File: src/rtl/edge_pulse_pkg.sv
// Shared definitions for the edge-to-pulse converter: edge-mode encodings and
// the pulse counter width helper.
package edge_pulse_pkg;

    localparam logic [1:0] MODE_OFF  = 2'b00;
    localparam logic [1:0] MODE_RISE = 2'b01;
    localparam logic [1:0] MODE_FALL = 2'b10;
    localparam logic [1:0] MODE_BOTH = 2'b11;

    // Counter must hold PW-1; one extra value keeps PW=1 at a legal width of 1.
    function automatic int calc_cw(input int pw);
        return $clog2(pw + 1);
    endfunction

endpackage

File: src/rtl/edge_pulse_chan.sv
// One channel: optional synchroniser, edge detect with runtime mode, retriggerable
// pulse stretcher and sticky flag.
module edge_pulse_chan
    import edge_pulse_pkg::*;
#(
    parameter int SYNC = 2,
    parameter int PW   = 1,
    parameter int CW   = calc_cw(PW)
) (
    input  logic       clk,
    input  logic       reset,
    input  logic       in_i,
    input  logic [1:0] mode_i,
    input  logic       mask_i,
    input  logic       clear_i,
    output logic       out_o,
    output logic       flag_o
);

    logic          in_s;
    logic          prev_q;
    logic          rise, fall, rise_en, fall_en, det;
    logic [CW-1:0] cnt_q, cnt_d;
    logic          out_q, out_d;
    logic          flag_q, flag_d;

    generate
        if (SYNC == 0) begin : g_nosync
            assign in_s = in_i;
        end else begin : g_sync
            logic [SYNC-1:0] sync_q;
            always_ff @(posedge clk or posedge reset) begin
                if (reset) begin
                    sync_q <= '0;
                end else begin
                    sync_q[0] <= in_i;
                    for (int j = 1; j < SYNC; j++) sync_q[j] <= sync_q[j-1];
                end
            end
            assign in_s = sync_q[SYNC-1];
        end
    endgenerate

    assign rise    = in_s & ~prev_q;
    assign fall    = ~in_s & prev_q;
    assign rise_en = (mode_i == MODE_RISE) || (mode_i == MODE_BOTH);
    assign fall_en = (mode_i == MODE_FALL) || (mode_i == MODE_BOTH);
    assign det     = ~mask_i & ((rise & rise_en) | (fall & fall_en));

    // A detection always reloads, so back-to-back edges stretch one pulse.
    always_comb begin
        cnt_d  = cnt_q;
        out_d  = out_q;
        if (det) begin
            out_d = 1'b1;
            cnt_d = CW'(PW - 1);
        end else if (cnt_q != '0) begin
            cnt_d = cnt_q - 1'b1;
        end else begin
            out_d = 1'b0;
        end
        flag_d = det | (flag_q & ~clear_i);
    end

    always_ff @(posedge clk or posedge reset) begin
        if (reset) begin
            prev_q <= 1'b0;
            cnt_q  <= '0;
            out_q  <= 1'b0;
            flag_q <= 1'b0;
        end else begin
            prev_q <= in_s;
            cnt_q  <= cnt_d;
            out_q  <= out_d;
            flag_q <= flag_d;
        end
    end

    assign out_o  = out_q;
    assign flag_o = flag_q;

endmodule

File: src/rtl/edge_pulse_gen.sv
// Multi-channel edge-to-pulse converter: DW independent channels sharing one
// startup mask that hides the bogus edge seen while sync chain and prev fill.
module edge_pulse_gen
    import edge_pulse_pkg::*;
#(
    parameter int DW   = 1,
    parameter int SYNC = 2,
    parameter int PW   = 1,
    parameter int CW   = calc_cw(PW)
) (
    input  logic            clk,
    input  logic            reset,
    input  logic [DW-1:0]   in,
    input  logic [2*DW-1:0] mode,
    input  logic [DW-1:0]   clear,
    output logic [DW-1:0]   out,
    output logic [DW-1:0]   flag,
    output logic            any
);

    localparam int          MW        = $clog2(SYNC + 2);
    localparam logic [MW-1:0] MASK_DONE = MW'(SYNC + 1);

    logic [MW-1:0] mask_q, mask_d;
    logic          masked;

    assign masked = (mask_q != MASK_DONE);
    assign mask_d = masked ? mask_q + 1'b1 : mask_q;

    always_ff @(posedge clk or posedge reset) begin
        if (reset) mask_q <= '0;
        else       mask_q <= mask_d;
    end

    for (genvar i = 0; i < DW; i++) begin : g_chan
        edge_pulse_chan #(
            .SYNC (SYNC),
            .PW   (PW),
            .CW   (CW)
        ) u_chan (
            .clk     (clk),
            .reset   (reset),
            .in_i    (in[i]),
            .mode_i  (mode[2*i +: 2]),
            .mask_i  (masked),
            .clear_i (clear[i]),
            .out_o   (out[i]),
            .flag_o  (flag[i])
        );
    end

    assign any = |out;

endmodule

File: config.mk
export PLATFORM = sky130hd
export DESIGN_NAME = edge_pulse_gen
export DESIGN_NICKNAME = d
export VERILOG_FILES = /design/src/rtl/edge_pulse_pkg.sv /design/src/rtl/edge_pulse_chan.sv /design/src/rtl/edge_pulse_gen.sv
export SDC_FILE = /design/constraint.sdc
export NUM_CORES = 1
export LEC_CHECK = 0
export ABC_AREA = 1
export CAP_MARGIN = 20
export CORE_AREA = 2 2 39 41
export DETAILED_ROUTE_END_ITERATION = 7
export DIE_AREA = 0 0 41 43
export PLACE_DENSITY = 0.45
export SLEW_MARGIN = 20
export SYNTH_ARGS = -nofsm -noshare
export SYNTH_HDL_FRONTEND = slang
export SYNTH_SLANG_ARGS = --single-unit
File: constraint.sdc
create_clock -name clk -period 0.8 [get_ports clk]
set_input_delay 0.16 -clock clk [delete_from_list [all_inputs] [get_ports clk]]
set_output_delay 0.16 -clock clk [all_outputs]
set_load 0.02 [all_outputs]
==> results.md <==
- Layout cells sized above 1: 0.342
- Hold Path Class: in2async
- I/O pin cnt: 9
- R2R depth: 3
- Die height: 43 um
- Post-synthesis sequential area ratio: 0.654
- Residual DRC: 0
- Setup slack after layout: -0.125 ns
- Synth Area in XOR/XNOR: 0.0327
- Slew of the pin with the lowest slew margin: 0.276 ns
- Buf/Inv on CP: 1
- GR Util All Layers: 0.0628
- CP delay by family, top: flip-flops
- Switch share: 0.218
- Crit path time final: 0.925 ns
- Non-filler cells, final: 54
- Crit-path cells: buf_2
- Port Buffer Count: 8
- Cts hold-fix bufs: 0
- Adder-cell share of the synthesized area: 0.0467
- Area growth syn-to-layout: 52.8%
- Iteration-0 DRC Markers: 0
- Worst Setup Start Kind: flip-flop
- CP Depth: 1
- Power Density: 1920 mW/mm^2
- Starting Density: 0.193
- RSZ-0062 raised after global routing: true
- Utilization after layout: 0.296
- Leakage: 0.203 nW
- Total grt overflow: 0
- Placer congestion estimate: 0.555
- CTS Root Cell: clkbuf_4
- Internal Power: 0.613 mW
- DR top layer: met3
- Row Count: 14
- Synth Cell Area: 268 sq um
- Setup crit end kind: output pin
- Synth Area per Inst: 10.7 sq um
- Initial DRT Pass Iterations: 1
- Logic pwr share: 0.123
- Clk pin slew, worst setup/hold paths: 0.05 ns
- Slowest cell on the critical path: dfrtp_1
- Synth Area in Compound Gates: 0.0187
- Critical path class: reg2out
- Max-slew headroom: 0.816
- Clock power frac: 0.392
- Mapped Cells: 25
- Syn Nets: 32
- Ant. Diodes: 0
- Clock buffer depth: 2
- Ys Warns: 0
- Fmax: 1080 MHz
- WP data arrival: 0.77 ns
- Failing checks: negative setup slack
- Distinct cells, synth: 8
- Metal2 WL: 176 um
- Final period utilization: 1.16
- Outcome: finished with violations
- Worst skew pair latency: 0.24 ns
- Vias in the first global route: 152
- Post-synthesis mux area share: 0
- Largest net degree at the start of global routing: 8
- CTS H-Tree Depth: 1
- Max-cap violation count: 0
- Sequential Power Share: 0.485
- Final non-filler cell area: 409 sq um
- Required time worst endpoint: 0.64 ns
- Wl on met1: 202 um
- VDD IR-drop max: 0.000557 V
- Register bit total from synthesis: 7
- Nets: 46
- Post-Place Cells: 49
- CP max FO: 2
- Area after DPL: 380 sq um
- Antenna violations before repair: 0
- Core ar.: 0.00138 sq mm
- Final Slew Violations: 0
- Via density: 3.43
- Final ANT Viol Nets: 0
- Main combinational cell family by area after synthesis: simple AND/OR/NAND/NOR gates
- Final Setup Violations: 6
- Routed WL per cell: 7.98 um
- Largest stage delay on the critical path: 0.37 ns
- First-pass GRT wire length: 614 um
- Vias after detailed routing: 185
- Fin. Hold Viols: 0
- Metal3 WL: 52 um
- Total CTS buffers: 3
- Worst Skew: 0.000167 ns
- Commonest cells after routing, fill and taps aside: 7 x nand2_1, 7 x dfrtp_1, 5 x clkdlybuf4s50_1, 4 x inv_1, 3 x clkbuf_4
- P_sw: 0.171 mW
- Simple-Gate Fraction of Synth Area: 0.136
- Final wirelength: 431 um
- Die Width: 41 um
- DP HPWL: 314 um
- Clk sink count: 7
- Full die area: 0.00176 sq mm
- CTS tree: yes
## final cells by class
type / count / area [sq um]
multi-input combinational: 11 / 78.8
sequential: 7 / 175
timing repair buffer: 10 / 86.3
inverter: 6 / 22.5
tap: 16 / 20.0
fill: 146 / 975
clock buffer: 4 / 26.3
## routing by layer
metal | vias up | GRT usage
li1 | 99 | -
met1 | 77 | 0.0629
met2 | 9 | 0.0688
met3 | 0 | 0.0471
met4 | 0 | 0.0800
met5 | - | 0
## power by group through the flow
stage | Combinational, mW | Sequential (mW) | Clock (mW)
final | 0.0966 | 0.380 | 0.307
after floorplan | 0.0332 | 0.397 | 0
after CTS | 0.0904 | 0.380 | 0.333
after global placement | 0.0943 | 0.384 | 0
after detailed placement | 0.0959 | 0.385 | 0
after global routing | 0.106 | 0.381 | 0.361
## timing repair
item                       4_1_cts  5_1_grt
setup buffers                    0        1
setup endpoints to repair        7        7
resized for setup               14        3
pin swaps                        1        0
## cell usage after synthesis
| library cell | count | area, sq um |
|---|---|---|
| nand3_2 | 1 | 10.0 |
| inv_1 | 6 | 22.5 |
| xnor2_1 | 1 | 8.76 |
| ha_1 | 1 | 12.5 |
| buf_4 | 1 | 7.51 |
| o21ai_0 | 1 | 5.00 |
| nand2_1 | 7 | 26.3 |
| dfrtp_1 | 7 | 175 |
## per-stage QoR
step / worst slack, ns / total power [mW] / hold slack, ns / TNS [ns]
6_report: -0.125 / 0.784 / 0.153 / -0.476
4_1_cts: -0.146 / 0.804 / 0.149 / -0.559
5_1_grt: -0.169 / 0.849 / 0.177 / -0.756
2_1_floorplan: -0.0454 / 0.430 / -0.0366 / -0.0465
3_3_place_gp: -0.278 / 0.479 / 0.332 / -1.13
3_5_place_dp: -0.289 / 0.481 / 0.340 / -1.22
## path summary, 6_finish.rpt
check                                               endpoint  slack (ns)                              start
hold / removal                                     mask_q[1]        0.15                              reset
min in group clk           g_chan[0].u_chan.g_sync.sync_q[1]        0.35  g_chan[0].u_chan.g_sync.sync_q[0]
setup reg to reg                                   mask_q[1]       -0.06                          mask_q[0]
hold reg to reg            g_chan[0].u_chan.g_sync.sync_q[1]        0.35  g_chan[0].u_chan.g_sync.sync_q[0]
setup / recovery                                         out       -0.13             g_chan[0].u_chan.out_o
max in group asynchronous             g_chan[0].u_chan.out_o        0.43                              reset
## state kept, by name, indices dropped and copies added (netlist names)
register,cells
g_chan.u_chan.out_o,1
g_chan.u_chan.prev_q,1
g_chan.u_chan.g_sync.sync_q,2
mask_q,2
g_chan.u_chan.flag_o,1
## cell families (layout without fill, tap and decap cells)
logic type / after synthesis / after routing
simple gates: 8 / 8
fa+ha+maj: 1 / 1
xor+xnor: 1 / 1
buf+inv: 7 / 20
compound gates: 1 / 1
flops: 7 / 7
Note: power is estimated with default switching activity, not from simulation.
